[src/rtl/adc_pkg.sv]
// Shared constants, FSM encoding and LED bar decode helper for the ADC
// window averager.
package adc_pkg;

    localparam int ADC_DATA_W = 12;
    localparam int ADC_NUM_CH = 4;
    localparam int LED_W      = 8;
    localparam int LVL_W      = 4;

    typedef enum logic {
        S_ACC  = 1'b0,
        S_DONE = 1'b1
    } state_e;

    // Thermometer of 'level' lit LEDs, plus a single marker LED at 'peak'
    // (peak of zero means no window has completed yet).
    function automatic logic [LED_W-1:0] bar_decode(
        input logic [LVL_W-1:0] level,
        input logic [LVL_W-1:0] peak
    );
        logic [LED_W-1:0] thermo;
        logic [LED_W-1:0] marker;
        thermo = (LED_W'(1) << level) - LED_W'(1);
        marker = (peak == '0) ? '0 : (LED_W'(1) << (peak - LVL_W'(1)));
        return thermo | marker;
    endfunction

endpackage

[src/rtl/adc_peak_bar.sv]
// Bar-graph level of the channel-0 average with a decaying peak marker,
// refreshed once per completed averaging window.
module adc_peak_bar
    import adc_pkg::*;
#(
    parameter int DATA_W        = ADC_DATA_W,
    parameter int PEAK_HOLD_WIN = 4
) (
    input  logic              clk_i,
    input  logic              rst_i,
    input  logic [DATA_W-1:0] avg_i,
    input  logic              valid_i,
    output logic [LED_W-1:0]  led_bar_o
);

    localparam int HOLD_W = $clog2(PEAK_HOLD_WIN + 1);

    logic [LVL_W-1:0]  level_q, level_d;
    logic [LVL_W-1:0]  peak_q, peak_d;
    logic [HOLD_W-1:0] hold_q, hold_d;
    logic [LVL_W-1:0]  level_new;

    assign level_new = {1'b0, avg_i[DATA_W-1 -: 3]} + LVL_W'(1);

    always_comb begin
        level_d = level_q;
        peak_d  = peak_q;
        hold_d  = hold_q;
        if (valid_i) begin
            level_d = level_new;
            if (level_new >= peak_q) begin
                peak_d = level_new;
                hold_d = HOLD_W'(PEAK_HOLD_WIN);
            end else if (hold_q != '0) begin
                hold_d = hold_q - HOLD_W'(1);
            end else if (peak_q > level_new) begin
                peak_d = peak_q - LVL_W'(1);
            end
        end
    end

    always_ff @(posedge clk_i or posedge rst_i) begin
        if (rst_i) begin
            level_q <= '0;
            peak_q  <= '0;
            hold_q  <= '0;
        end else begin
            level_q <= level_d;
            peak_q  <= peak_d;
            hold_q  <= hold_d;
        end
    end

    assign led_bar_o = bar_decode(level_q, peak_q);

endmodule

[src/rtl/adc_window_averager.sv]
// Averages 2**AVG_LOG2 consecutive 4-channel ADC sample sets and drives an
// LED bar with peak-hold for channel 0.
module adc_window_averager
    import adc_pkg::*;
#(
    parameter int DATA_W        = ADC_DATA_W,
    parameter int AVG_LOG2      = 3,
    parameter int PEAK_HOLD_WIN = 4
) (
    input  logic                ref_clk,
    input  logic                reset,
    input  logic                sample_ready,
    input  logic [DATA_W-1:0]   ch0_in,
    input  logic [DATA_W-1:0]   ch1_in,
    input  logic [DATA_W-1:0]   ch2_in,
    input  logic [DATA_W-1:0]   ch3_in,
    output logic [DATA_W-1:0]   avg_ch0,
    output logic [DATA_W-1:0]   avg_ch1,
    output logic [DATA_W-1:0]   avg_ch2,
    output logic [DATA_W-1:0]   avg_ch3,
    output logic                avg_valid,
    output logic [AVG_LOG2-1:0] win_count,
    output logic [LED_W-1:0]    led_bar
);

    localparam int ACC_W = DATA_W + AVG_LOG2;

    logic                ready_q;
    logic                accept;
    state_e              state_q, state_d;
    logic [AVG_LOG2-1:0] cnt_q, cnt_d;
    logic [ACC_W-1:0]    acc_q [ADC_NUM_CH];
    logic [ACC_W-1:0]    acc_d [ADC_NUM_CH];
    logic [DATA_W-1:0]   avg_q [ADC_NUM_CH];
    logic [DATA_W-1:0]   avg_d [ADC_NUM_CH];
    logic                valid_q, valid_d;
    logic [DATA_W-1:0]   ch_in [ADC_NUM_CH];

    assign ch_in[0] = ch0_in;
    assign ch_in[1] = ch1_in;
    assign ch_in[2] = ch2_in;
    assign ch_in[3] = ch3_in;

    // ready_q clears on reset, so a level already high counts as a new set.
    assign accept = sample_ready & ~ready_q;

    always_comb begin
        state_d = state_q;
        cnt_d   = cnt_q;
        acc_d   = acc_q;
        avg_d   = avg_q;
        valid_d = 1'b0;
        unique case (state_q)
            S_ACC: begin
                if (accept) begin
                    for (int c = 0; c < ADC_NUM_CH; c++) begin
                        acc_d[c] = acc_q[c] + ACC_W'(ch_in[c]);
                    end
                    cnt_d = cnt_q + AVG_LOG2'(1);
                    if (cnt_q == '1) begin
                        state_d = S_DONE;
                    end
                end
            end
            S_DONE: begin
                for (int c = 0; c < ADC_NUM_CH; c++) begin
                    avg_d[c] = DATA_W'(acc_q[c] >> AVG_LOG2);
                    acc_d[c] = accept ? ACC_W'(ch_in[c]) : '0;
                end
                cnt_d   = accept ? AVG_LOG2'(1) : '0;
                valid_d = 1'b1;
                state_d = S_ACC;
            end
            default: state_d = S_ACC;
        endcase
    end

    always_ff @(posedge ref_clk or posedge reset) begin
        if (reset) begin
            ready_q <= 1'b0;
            state_q <= S_ACC;
            cnt_q   <= '0;
            valid_q <= 1'b0;
            for (int c = 0; c < ADC_NUM_CH; c++) begin
                acc_q[c] <= '0;
                avg_q[c] <= '0;
            end
        end else begin
            ready_q <= sample_ready;
            state_q <= state_d;
            cnt_q   <= cnt_d;
            valid_q <= valid_d;
            for (int c = 0; c < ADC_NUM_CH; c++) begin
                acc_q[c] <= acc_d[c];
                avg_q[c] <= avg_d[c];
            end
        end
    end

    assign avg_ch0   = avg_q[0];
    assign avg_ch1   = avg_q[1];
    assign avg_ch2   = avg_q[2];
    assign avg_ch3   = avg_q[3];
    assign avg_valid = valid_q;
    assign win_count = cnt_q;

    adc_peak_bar #(
        .DATA_W        (DATA_W),
        .PEAK_HOLD_WIN (PEAK_HOLD_WIN)
    ) u_peak_bar (
        .clk_i     (ref_clk),
        .rst_i     (reset),
        .avg_i     (avg_q[0]),
        .valid_i   (valid_q),
        .led_bar_o (led_bar)
    );

endmodule

[config.mk]
export PLATFORM = sky130hd
export DESIGN_NAME = adc_window_averager
export DESIGN_NICKNAME = d
export VERILOG_FILES = /design/src/rtl/adc_pkg.sv /design/src/rtl/adc_peak_bar.sv /design/src/rtl/adc_window_averager.sv
export SDC_FILE = /design/constraint.sdc
export NUM_CORES = 1
export LEC_CHECK = 0
export CELL_PAD_IN_SITES_DETAIL_PLACEMENT = 0
export CELL_PAD_IN_SITES_GLOBAL_PLACEMENT = 2
export CORE_ASPECT_RATIO = 0.75
export CORE_UTILIZATION = 43
export CTS_BUF_LIST = sky130_fd_sc_hd__clkbuf_8 sky130_fd_sc_hd__clkbuf_16
export CTS_CLUSTER_DIAMETER = 50
export CTS_CLUSTER_SIZE = 16
export DETAILED_ROUTE_END_ITERATION = 7
export DONT_BUFFER_PORTS = 1
export PLACE_DENSITY = 0.95
export REMOVE_ABC_BUFFERS = 1
export SKIP_CTS_REPAIR_TIMING = 1
export SYNTH_ARGS = -nofsm -noshare
export SYNTH_HDL_FRONTEND = slang
export SYNTH_SLANG_ARGS = --single-unit
[constraint.sdc]
create_clock -name ref_clk -period 6.7 [get_ports ref_clk]
set_input_delay 0.67 -clock ref_clk [delete_from_list [all_inputs] [get_ports ref_clk]]
set_output_delay 0.67 -clock ref_clk [all_outputs]
set_load 0.01 [all_outputs]
# [After elaboration in Yosys (flattened, before gate mapping)]
# Index checks and enable logic that the tools add are counted.
[totals] register_bits=125 input_bits=51 memories=0 wordCells=60 latchBits=0 rom_bits=0 mem_bits_rw=0 out_inout_bits=60
[classes] n_lt_le_gt_ge=2 shift=2 reduce_logical=6 n_mux=19 mul=0 addsub=9 div=0 n_eq_ne=3 bitwise_logic=4
[op_table] operator="one-hot mux 60 bit (2 select lines)" count=1
[op_table] operator="adder 15 x 12 -> 15 bit" count=4
[op_table] operator="two-way mux 60 bit" count=1
[op_table] operator="two-way mux 12 bit" count=4
[op_table] operator="left shift 1 x 4 -> 8 bit, first input constant" count=2
[op_table] operator="two-way mux 4 bit" count=3
[op_table] operator="two-way mux 3 bit" count=3
[op_table] operator="two-way mux 8 bit" count=1
[op_table] operator="bitwise OR 8 bit" count=1
[op_table] operator="subtractor 8 x 2 -> 8 bit, second input constant" count=1
[op_table] operator="one-hot mux 3 bit (2 select lines)" count=1
[op_table] operator="adder 3 x 1 -> 4 bit, second input constant" count=1
[op_table] operator=">= comparator 4 bit" count=1
[op_table] operator="greater-than comparator 4 bit" count=1
[op_table] operator="zero test 4 bit" count=1
[op_table] operator="two-way mux 1 bit" count=4
[op_table] operator="nonzero test 2 bit" count=2
[op_table] operator="subtractor 4 x 1 -> 4 bit, second input constant" count=1
[op_table] operator="adder 3 x 1 -> 3 bit, second input constant" count=1
[op_table] operator="== test 3 bit, second input constant" count=1
[op_table] operator="AND reduction 3 bit" count=1
[op_table] operator="nonzero test 3 bit" count=1
[op_table] operator="subtractor 3 x 1 -> 3 bit, second input constant" count=1
[op_table] operator="inequality test 2 x 1 -> 1 bit, second input constant" count=1
[op_table] operator="other kinds (5)" count=6

# [Longest topological paths before layout]
# Gate-level depths: netlist of run 1.
[depth] depth_word=5 mapped_depth=11 ltp_nobuf=10

# [Hierarchy]
# Synthesis of run 1 repeated with hierarchy kept, for this count alone.
[hier_totals] hier_cells=853 hier_area_um2=8134.1
[modules_own_cells] mod="adc_window_averager" cells_each=731 seq_area_each_um2=2852.7 area_per_inst_um2=7111.8 instances=1
[modules_own_cells] mod="adc_peak_bar" cells_each=122 seq_area_each_um2=275.3 area_per_inst_um2=1022.2 instances=1

# [Least setup slack after synthesis of run 1]
# No wires, ideal clock.
[synth_path] path_type="input to register" start="in ch3_in[0]" end="reg acc_q[10] (netlist bit)" n_path_buf=0 stages=9 slack_ps=4187 setup_time_ps=129 t_arrival_ps=2384 t_required_ps=6571 cell_sequence="ha_1 -> fa_1 -> a21o_1 -> a21o_1 -> a211oi_2 -> nor2_1 -> a31oi_1 -> xor2_1 -> o21ai_1"
[synth_between] elab_chain_cells=3
[synth_rtl] element="start: declaration" line="adc_window_averager.sv:16" text="input logic [DATA_W-1:0] ch3_in,"
[synth_rtl] element="adder 15 x 12 -> 15 bit" line="adc_window_averager.sv:57" text="acc_d[c] = acc_q[c] + ACC_W'(ch_in[c]);"
[synth_rtl] element="two-way mux 60 bit" line="adc_window_averager.sv:55" text="if (accept) begin"
[synth_rtl] element="one-hot mux 60 bit (2 select lines)" line="adc_window_averager.sv:53" text="unique case (state_q)"
[synth_rtl] element="end signal: indexed assignment" line="adc_window_averager.sv:94" text="acc_q[c] <= acc_d[c];"
[synth_rtl] element="end: declaration" line="adc_window_averager.sv:32" text="logic [ACC_W-1:0] acc_q [ADC_NUM_CH];"
# Every way passes these cells. The select of a mux whose other input is x is not followed.
# A chain may end at the register's enable or synchronous reset.

# [Worst setup path in the final report of run 1]
[layout_path] start="reg avg_q (netlist bit avg_ch0[9])" end="reg u_peak_bar.peak_q[3]"
[layout_between] elab_chain_cells=4 elab_cells_between_ends=7 classes_between="add/sub: 1; order compare: 2; eq/ne: 1; mux: 1; reduce/logical: 2"
[layout_rtl] element="start: declaration" line="adc_window_averager.sv:34" text="logic [DATA_W-1:0] avg_q [ADC_NUM_CH];"
[layout_rtl] element="start signal: indexed assignment" line="adc_window_averager.sv:95" text="avg_q[c] <= avg_d[c];"
[layout_rtl] element="adder 3 x 1 -> 4 bit (*)" line="adc_peak_bar.sv:23" text="assign level_new = {1'b0, avg_i[DATA_W-1 -: 3]} + LVL_W'(1);"
[layout_rtl] element="net u_peak_bar.level_new[1]" line="adc_peak_bar.sv:21" text="logic [LVL_W-1:0] level_new;"
[layout_rtl] element=">= comparator 4 bit / greater-than comparator 4 bit (equally long branches)" line="adc_peak_bar.sv:31, adc_peak_bar.sv:36"
[layout_rtl] element="inequality test 2 x 1 -> 1 bit (no source line) / nonzero test 2 bit (equally long branches)"
[layout_rtl] element="AND reduction 3 bit (no source line)"
[layout_rtl] element="end signal: assignment" line="adc_peak_bar.sv:49" text="peak_q <= peak_d;"
[layout_rtl] element="end: declaration" line="adc_peak_bar.sv:19" text="logic [LVL_W-1:0] peak_q, peak_d;"
# Mark *: on every way through the listed nets, which the timed path passes. The rest lies on a longest branch.

==> results of run 1 <==
==> layer usage <==
layer  routed length, µm  global-route usage
met4                 150              0.0583
met3                1290              0.0659
met1                9440               0.312
met2                7380               0.278
met5                   0                   0
==> path summary, 6_finish.rpt <==
path                                                   from                          endpoint  slack, ps  depth (start not counted)
min in group ref_clk                           sample_ready                 ready_q$_DFF_PP0_        280                          0
max in group asynchronous                             reset             acc_q[31]$_DFFE_PP0P_       5260                          2
max                                  avg_ch0[9]$_DFFE_PP0P_  u_peak_bar.peak_q[3]$_DFFE_PP0P_       3760                         10
min                                                   reset            avg_ch3[4]$_DFFE_PP0P_        170                          1
max reg2reg                          avg_ch0[9]$_DFFE_PP0P_  u_peak_bar.peak_q[3]$_DFFE_PP0P_       3760                         10
min reg2reg                u_peak_bar.hold_q[0]$_DFFE_PP0P_  u_peak_bar.hold_q[0]$_DFFE_PP0P_        500                          1
==> placed cells by master, fill, tap and decap left out, types with 14 or more instances in the layout <==
cell type	n
dfrtp_1	124
a21oi_1	100
nand2_1	63
ha_1	63
o21ai_0	50
mux2_2	49
nor2_1	40
a31oi_1	37
a21o_1	28
inv_1	28
xnor2_1	27
and3_1	21
clkbuf_16	17
xor2_1	14
nand3_1	14
==> Yosys cell counts (9+ instances only) <==
master      n  share of area
a31oi_1    37          0.030
a21o_1     28          0.027
xnor2_1    27          0.030
a21oi_1   100          0.064
dfrtp_1   125           0.40
inv_1      26          0.012
o21ai_1    10         0.0064
xor2_1     14          0.016
and3_1     21          0.017
mux2_2     49          0.070
o21ai_0    50          0.032
nand2_1    63          0.030
nand3_1    14         0.0089
ha_1       63           0.10
clkbuf_1   29          0.014
nor2_1     40          0.019
nand4_1     9         0.0072
o21a_1      9         0.0086
==> worst max-delay path: stages (launching register included) <==
cell and delay, ps:
dfrtp_1 460, ha_1 340, inv_1 60, ha_1 280, nor2b_1 130, o21a_1 170, o21a_1 160, o21ai_1 570
nor2_1 220, a32o_1 320, a21oi_1 160
==> stage by stage <==
stage | hold slack, ps | worst slack [ps] | power (mW)
2_1_floorplan | 450 | 1810 | 2.87
3_3_place_gp | 476 | 3900 | 3.24
3_5_place_dp | 486 | 3790 | 3.25
4_1_cts | 189 | 3790 | 4.29
5_1_grt | 225 | 3550 | 4.64
6_report | 173 | 3760 | 4.28
==> area by class of cell <==
cell class	count	area, µm²
tap	242	303
multi-input combinational	628	4450
clock inverter	13	198
sequential	125	3130
clock buffer	19	453
inverter	27	106
timing repair buffer	6	45.0
fill	1639	9020
==> state kept, by name, summed over array words and instances, names as in the netlist <==
| name | count |
|---|---|
| u_peak_bar.peak_q | 4 |
| acc_q | 60 |
| avg_ch2 | 12 |
| avg_ch1 | 12 |
| u_peak_bar.level_q | 4 |
| ready_q | 1 |
| avg_valid | 1 |
| u_peak_bar.hold_q | 3 |
| avg_ch0 | 12 |
| win_count | 3 |
| state_q | 1 |
| avg_ch3 | 12 |
==> cells by family after synthesis <==
kind of cell    synth area share
xor+xnor                  0.0459
buf+inv                   0.0329
compound gates             0.221
simple gates               0.117
mux                       0.0730
flops                      0.399
fa+ha+maj                  0.111
==> power by group through the flow <==
stage               Clock (mW)  Sequential [mW]  Combinational [mW]
finish                    1.02             1.45                1.81
global route              1.08             1.50                2.06
CTS                       1.04             1.45                1.80
detailed placement           0             1.46                1.78
global placement             0             1.46                1.78
floorplan                    0             1.36                1.50
==> reports/qor.yml, run 1 <==
floorplan:
  die-area_mm2: 0.0188
  die_w_um: 158
  row_count: 42
  chipHeight_um: 119
  start_util: 0.442
  boundaryPins: 111
  core_mm2: 0.0177
timing:
  relSlewSlack: 0.214
  setup_viol: 0
  clock.fmax_mhz: 340
  clock_skew_ps: 7.66
  fin_tns_setup_ps: 0
  fin_crit_sh: 0.438
  rsz0062_at_grt: "no"
  fin_crit_ps: 2940
  slew_violations: 0
  hold_viol: 0
  worst_slew_pin_slew_ps: 1180
yosys:
  syn-cell-area_mm2: 0.00783
  synth-edff-count: 0
  syn_avg_cell_area_um2: 9.55
  ys_types: 59
  ys_ff_latch: 125
  synthFlopType: "dfrtp_1"
  synth_warnings: 0
  netlist_instances: 820
  async_flop_share: 1.00
  ys_seq_area_frac: 0.399
final_layout:
  antennaDiodeCount: 0
  layout.nets: 923
  postLayoutCoreUtil: 0.491
  syn2layout_area_growth_pct: 11.0
  finalNonFillerCells: 1060
  drive_gt1_frac: 0.120
  final_area_mm2: 0.00869
placed_design:
  gp_congestion: 0.812
  port_buffers: 0
  dp.final_hpwl_um: 11900
  dp_cells: 1028
  place_area_mm2: 0.00804
power:
  p_int_mw: 2.60
  p_leak_nw: 4.01
  p_seq_frac: 0.339
  peakVddDrop_mv: 0.166
  pwr-share-clk: 0.239
  p_sw_mw: 1.68
  powerDensity_mw_per_mm2: 492
  p_sw_frac: 0.393
  combinationalPowerShare: 0.422
route:
  totalWireLength_um: 18300
  detail_route.wl_per_cell_um: 17.2
  drt-initial-drc-count: 364
  vias: 6005
  viasPerCell: 5.67
  drtAntennaViolNets: 0
  drc_errors: 0
  drt_pass1_iterations: 6
grt:
  overflow: 0
  grt_max_degree: 100
  antenna_found_initial: 0
  grt_usage: 0.207
  grt_pass1_wl_um: 30400
  first_global_vias: 5839
hold_path:
  hold_class: "in2async"
cts:
  cts-root-buf: "clkbuf_16"
  cts.sink_count: 125
  clock_path_buffers: 2
  clock_latency_ps: 420
  cts.clk_slew.worst_paths_ps: 60
  cts_tree: "built"
  cts_buffers: 17
  htreeDepth: 4
critical_path:
  cp.required_ps: 7040
  crit_arrival_ps: 3280
  worst-setup-path-type: "reg2reg"
  path_max_fanout: 11
  end_kind: "flip-flop"
  crit_path_start_kind: "flip-flop"
outcome:
  status: "finished clean"
job:
  drv_cap: 0
Note: power is estimated with default switching activity, not from simulation.
==> run 2: changes to the inputs <==
Settings changed: CORE_UTILIZATION 43 to 36, PLACE_DENSITY 0.95 to 0.88.
Clock period 6.7 ns to 2.6 ns, I/O delays scaled along.
==> run 2 against run 1 <==
Compared with the run above: fmax up 25%; critical path depth up 1; clock skew up 4.6 ps; first-iteration DRC count up 8.5%; total power rose to 2.6 times the previous value; via count up 2.7%; largest cell class unchanged; highest routed layer unchanged.
==> reports/qor.yml, run 2 (synthesized netlist as in run 1, its figures left out) <==
outcome:
  status: "finished clean"  # unchanged
placed_design:
  dp_slack_ps: 231  # was 3790 ps
  dp_cells: 1084  # was 1028
  port_buffers: 0  # unchanged
  dp.final_hpwl_um: 13300  # was 11900 µm
  gp_congestion: 0.806  # was 0.812
floorplan:
  row_count: 46  # was 42
  chipHeight_um: 130  # was 119 µm
  die-area_mm2: 0.0224  # was 0.0188 mm²
  die_w_um: 172  # was 158 µm
  core_mm2: 0.0212  # was 0.0177 mm²
  start_util: 0.369  # was 0.442
  boundaryPins: 111  # unchanged
grt:
  top_usage_layer: "met2"  # was met1
  first_global_vias: 6005  # was 5839
  grt_use_met1: 0.254  # was 0.312
  gr-usage-met3: 0.0619  # was 0.0659
  overflow: 0  # unchanged
  grt_max_degree: 100  # unchanged
  antenna_found_initial: 0  # unchanged
  grt_pass1_wl_um: 31900  # was 30400 µm
  grt_usage: 0.183  # was 0.207
  gr-usage-met2: 0.265  # was 0.278
timing:
  hold_slack_ps: 2.31  # was 173 ps
  slew_violations: 0  # unchanged
  setup_viol: 0  # unchanged
  fin_tns_setup_ps: 0  # unchanged
  fin_crit_sh: 0.907  # was 0.438
  relSlewSlack: 0.475  # was 0.214
  fin_ws_ps: 242  # was 3760 ps
  fin_crit_ps: 2360  # was 2940 ps
  worst_slew_pin_slew_ps: 788  # was 1180 ps
  clock.fmax_mhz: 424  # was 340 MHz
  clock_skew_ps: 12.3  # was 7.66 ps
  hold_viol: 0  # unchanged
final_layout:
  finalNonFillerCells: 1121  # was 1060
  largest-register: "acc_q"  # unchanged
  layout.nets: 938  # was 923
  fill_cells: 2052  # was 1639
  mostFrequentLayoutCells: "dfrtp_1 (124), a21oi_1 (100), nand2_1 (63), ha_1 (63), o21ai_0 (50)"  # unchanged
  syn2layout_area_growth_pct: 13.3  # was 11.0%
  antennaDiodeCount: 0  # unchanged
  largest_reg_flops: 60  # unchanged
  drive_gt1_frac: 0.132  # was 0.120
  final_common_cell: "dfrtp_1"  # unchanged
power:
  p_leak_nw: 4.07  # was 4.01 nW
  powerDensity_mw_per_mm2: 1240  # was 492 mW/mm²
  peakVddDrop_mv: 0.441  # was 0.166 mV
hold_path:
  hold_depth: 2
  hold_class: "in2reg"  # was in2async
critical_path:
  worst-setup-path-type: "reg2reg"  # unchanged
  end_kind: "flip-flop"  # unchanged
  crit_arrival_ps: 2650  # was 3280 ps
  rr_worst_depth: 11  # was 10
  critPathMaxStageDelay_ps: 470  # was 570 ps
  path_max_fanout: 10  # was 11
  crit_slowest_cell: "dfrtp_1"  # was o21ai_1
  cp.required_ps: 2900  # was 7040 ps
  path_cells: "ha_1 -> inv_1 -> ha_1 -> nor2b_1 -> o21a_1 -> o21a_1 -> o21ai_1 -> buf_4 -> o21ai_0 -> nand2_1 -> o21ai_0"  # was ha_1 -> inv_1 -> ha_1 -> nor2b_1 -> o21a_1 -> o21a_1 -> o21ai_1 -> nor2_1 -> a32o_1 -> a21oi_1
  crit_path_start_kind: "flip-flop"  # unchanged
route:
  viasPerCell: 5.50  # was 5.67
  drtAntennaViolNets: 0  # unchanged
  detail_route.wl_per_cell_um: 17.3  # was 17.2 µm
  drt_pass1_iterations: 4  # was 6
  drt-initial-drc-count: 395  # was 364
  totalWireLength_um: 19300  # was 18300 µm
  vias: 6167  # was 6005
  drc_errors: 0  # unchanged
cts:
  clock_path_buffers: 2  # unchanged
  cts_buffers: 17  # unchanged
  clock_latency_ps: 420  # about the same
  cts.clk_slew.worst_paths_ps: 60  # about the same
  cts-root-buf: "clkbuf_16"  # unchanged
  cts.sink_count: 125  # unchanged
  htreeDepth: 4  # unchanged
  cts_tree: "built"  # unchanged
job:
  drv_cap: 0  # unchanged
==> run 2: changes by cell type in the layout (fill, tap and decap cells not counted) <==
cell / change
a2111oi_0: -1
a2111oi_1: +1
a21boi_1: -1
a21boi_2: +1
buf_12: +2
buf_4: +8
bufinv_16: -2
clkbuf_8: +2
clkinvlp_4: +1
dlygate4sd3_1: +5
inv_1: -1
==> run 2: layout make-up <==
type	count	area [µm²]	share of cell area
clock inverter	11	141	0.0159
timing repair buffer	21	195	0.0220
inverter	27	106	0.0120
clock buffer	21	480	0.0541
tap	288	360	0.0406
multi-input combinational	628	4460	0.502
sequential	125	3130	0.353
==> run 2: per-layer routing <==
metal  wire, µm  vias up
li1           -     3027
met4        280        0
met1       9600     3011
met2       8120      112
met3       1340       17
met5          0        -
==> run 2: worst paths after layout <==
check / startpoint / to / slack [ps]
worst min-delay path: ch1_in[2] / acc_q[32]$_DFFE_PP0P_ / 2
worst max register to register: avg_ch0[9]$_DFFE_PP0P_ / u_peak_bar.hold_q[1]$_DFFE_PP0P_ / 240
min in group asynchronous: reset / acc_q[26]$_DFFE_PP0P_ / 480
worst max-delay path: avg_ch0[9]$_DFFE_PP0P_ / u_peak_bar.hold_q[1]$_DFFE_PP0P_ / 240
max in group asynchronous: reset / acc_q[47]$_DFFE_PP0P_ / 1390
worst min register to register: u_peak_bar.hold_q[0]$_DFFE_PP0P_ / u_peak_bar.hold_q[0]$_DFFE_PP0P_ / 490
==> run 2: through the flow <==
stage               utilization  power [mW]  area [µm²]
global route              0.418        12.0        8870
global placement          0.386        8.46        8200
finish                    0.418        11.0        8870
floorplan                     -        7.38        7670
CTS                       0.415        11.1        8820
detailed placement        0.386        8.50        8200
==> run 2: critical path, delay by kind of cell (launching register included) <==
| family | cells | cell delay, ps |
|---|---|---|
| flops | 1 | 470 |
| fa+ha+maj | 2 | 610 |
| buf+inv | 2 | 240 |
| compound gates | 5 | 670 |
| simple gates | 2 | 240 |
==> run 2: power by group <==
part | leakage, nW | total [mW] | switching [mW] | internal (mW)
logic | 2.18 | 4.76 | 2.54 | 2.23
registers | 1.59 | 3.73 | 0.943 | 2.79
clock network | 0.300 | 2.50 | 0.901 | 1.60
==> run 3: changes to the inputs <==
Settings changed: HOLD_SLACK_MARGIN from default to 0.15.
==> run 3 against run 2 <==
Compared with the run above: flip-flop and latch count unchanged; clock skew decreased by 0.94 ps; sequential power about the same; die area stayed put; utilization grew 2.1 points; worst setup slack got worse by 5.5 ps; fmax is 0.23% lower; critical endpoint is now acc_q[10]$_DFFE_PP0P_.
==> reports/qor.yml, run 3 (synthesized netlist as in run 1, its figures left out) <==
outcome:
  status: "finished clean"  # unchanged
hold_path:
  hold_class: "in2reg"  # unchanged
route:
  drtAntennaViolNets: 0  # unchanged
  detail_route.wl_per_cell_um: 17.3  # about the same
  drt_pass1_iterations: 4  # unchanged
  drc_errors: 0  # unchanged
  viasPerCell: 5.47  # was 5.50
  totalWireLength_um: 20100  # was 19300 µm
  vias: 6369  # was 6167
  drt-initial-drc-count: 385  # was 395
power:
  p_leak_nw: 4.25  # was 4.07 nW
  p_seq_frac: 0.337  # was 0.339
  powerDensity_mw_per_mm2: 1190  # was 1240 mW/mm²
  combinationalPowerShare: 0.435  # was 0.433
  fin_total_pwr_mw: 11.1  # was 11.0 mW
  p_sw_frac: 0.399  # was 0.398
  pwr-share-clk: 0.228  # about the same
  p_int_mw: 6.66  # was 6.62 mW
  peakVddDrop_mv: 0.446  # was 0.441 mV
  p_sw_mw: 4.42  # was 4.38 mW
job:
  drv_cap: 0  # unchanged
grt:
  overflow: 0  # unchanged
  grt_max_degree: 100  # unchanged
  grt_pass1_wl_um: 31900  # unchanged
  first_global_vias: 6005  # unchanged
  antenna_found_initial: 0  # unchanged
  grt_usage: 0.183  # unchanged
critical_path:
  end_kind: "flip-flop"  # unchanged
  cp.required_ps: 2900  # about the same
  critPathMostFrequentCell: "a21o_1"
  crit_end: "acc_q[10]$_DFFE_PP0P_"  # was u_peak_bar.hold_q[1]$_DFFE_PP0P_
  path_cells: "ha_1 -> fa_1 -> a21o_1 -> a21o_1 -> a211oi_2 -> nor2_1 -> a31oi_1 -> xor2_1 -> o21ai_1"  # was ha_1 -> inv_1 -> ha_1 -> nor2b_1 -> o21a_1 -> o21a_1 -> o21ai_1 -> buf_4 -> o21ai_0 -> nand2_1 -> o21ai_0
  crit_arrival_ps: 2660  # was 2650 ps
  cp-startpoint: "acc_q[0]$_DFFE_PP0P_"  # was avg_ch0[9]$_DFFE_PP0P_
  critPathMaxStageDelay_ps: 410  # was 470 ps
  r2r_slack_ps: 240  # about the same
  crit_slowest_cell: "fa_1"  # was dfrtp_1
  crit_path_start_kind: "flip-flop"  # unchanged
  rr_worst_depth: 9  # was 11
  path_max_fanout: 3  # was 10
  reg2reg_to: "acc_q[10]$_DFFE_PP0P_"  # was u_peak_bar.hold_q[1]$_DFFE_PP0P_
  worst-setup-path-type: "reg2reg"  # unchanged
  timing.rr.start: "acc_q[0]$_DFFE_PP0P_"  # was avg_ch0[9]$_DFFE_PP0P_
cts:
  cts-root-buf: "clkbuf_16"  # unchanged
  clock_path_buffers: 2  # unchanged
  cts_tree: "built"  # unchanged
  htreeDepth: 4  # unchanged
  cts.sink_count: 125  # unchanged
  cts_buffers: 17  # unchanged
  clock_latency_ps: 420  # about the same
  cts.clk_slew.worst_paths_ps: 60  # about the same
placed_design:
  gp_congestion: 0.806  # unchanged
  place_area_mm2: 0.00820  # unchanged
  dp.final_hpwl_um: 13300  # unchanged
  dp_cells: 1084  # unchanged
  dp_slack_ps: 231  # unchanged
  port_buffers: 0  # unchanged
final_layout:
  finalNonFillerCells: 1165  # was 1121
  final_area_mm2: 0.00932  # was 0.00887 mm²
  mostFrequentLayoutCells: "dfrtp_1 (124), a21oi_1 (100), nand2_1 (63), ha_1 (63), o21ai_0 (50)"  # unchanged
  fill_cells: 2022  # was 2052
  postLayoutCoreUtil: 0.439  # was 0.418
  largest_reg_flops: 60  # unchanged
  layout.nets: 982  # was 938
  final_common_cell: "dfrtp_1"  # unchanged
  antennaDiodeCount: 0  # unchanged
  syn2layout_area_growth_pct: 19.0  # was 13.3%
  drive_gt1_frac: 0.125  # was 0.132
  largest-register: "acc_q"  # unchanged
timing:
  clock.fmax_mhz: 423  # was 424 MHz
  hold_slack_ps: 124  # was 2.31 ps
  worst_slew_pin_slew_ps: 787  # was 788 ps
  fin_crit_sh: 0.909  # was 0.907
  fin_crit_ps: 2360  # about the same
  fin_ws_ps: 236  # was 242 ps
  fin_tns_setup_ps: 0  # unchanged
  slew_violations: 0  # unchanged
  clock_skew_ps: 11.4  # was 12.3 ps
  hold_viol: 0  # unchanged
  setup_viol: 0  # unchanged
  relSlewSlack: 0.476  # was 0.475
floorplan:
  die_w_um: 172  # unchanged
  chipHeight_um: 130  # unchanged
  start_util: 0.369  # unchanged
  die-area_mm2: 0.0224  # unchanged
  row_count: 46  # unchanged
  core_mm2: 0.0212  # unchanged
  boundaryPins: 111  # unchanged
## run 3: routing by layer
layer	GRT usage	share of wire	vias to the layer above
met1	0.254	0.50	3094
met5	0	0	-
li1	-	-	3118
met4	0.0593	0.013	0
met2	0.265	0.42	140
met3	0.0619	0.062	17
## run 3: area by class of cell
| type | instances | area [µm²] | area share |
|---|---|---|---|
| Tap cell | 288 | 360 | 0.0387 |
| Clock inverter | 11 | 141 | 0.0152 |
| Clock buffer | 21 | 480 | 0.0516 |
| Inverter | 27 | 106 | 0.0114 |
| Timing Repair Buffer | 65 | 636 | 0.0682 |
| Multi-Input combinational cell | 628 | 4460 | 0.479 |
| Sequential cell | 125 | 3130 | 0.336 |
## run 3: worst min path at each step
| stage | startpoint | slack [ps] | to | depth (start not counted) |
|---|---|---|---|---|
| global placement | sample_ready | 290 | ready_q$_DFF_PP0_ | 0 |
| floorplan | sample_ready | 290 | ready_q$_DFF_PP0_ | 0 |
| finish | ch2_in[7] | 120 | acc_q[22]$_DFFE_PP0P_ | 3 |
| global route | ch2_in[7] | 170 | acc_q[22]$_DFFE_PP0P_ | 3 |
| CTS | reset | -160 | avg_ch3[3]$_DFFE_PP0P_ | 1 |
| detailed placement | sample_ready | 290 | ready_q$_DFF_PP0_ | 0 |
## run 3: power by group through the flow
stage	clock network [mW]	logic, mW	registers (mW)
finish	2.52	4.83	3.73
global route	2.65	5.48	3.88
CTS	2.57	4.76	3.75
detailed placement	0	4.72	3.78
global placement	0	4.70	3.76
floorplan	0	3.88	3.51
## run 3: critical path, delay by kind of cell (launching register included)
family | cells | cell delay, ps
AND/OR/NAND/NOR | 1 | 100
adder cells (fa/ha/maj) | 2 | 630
flip-flops | 1 | 380
XOR/XNOR | 1 | 160
AO/OA/AOI/OAI | 5 | 970
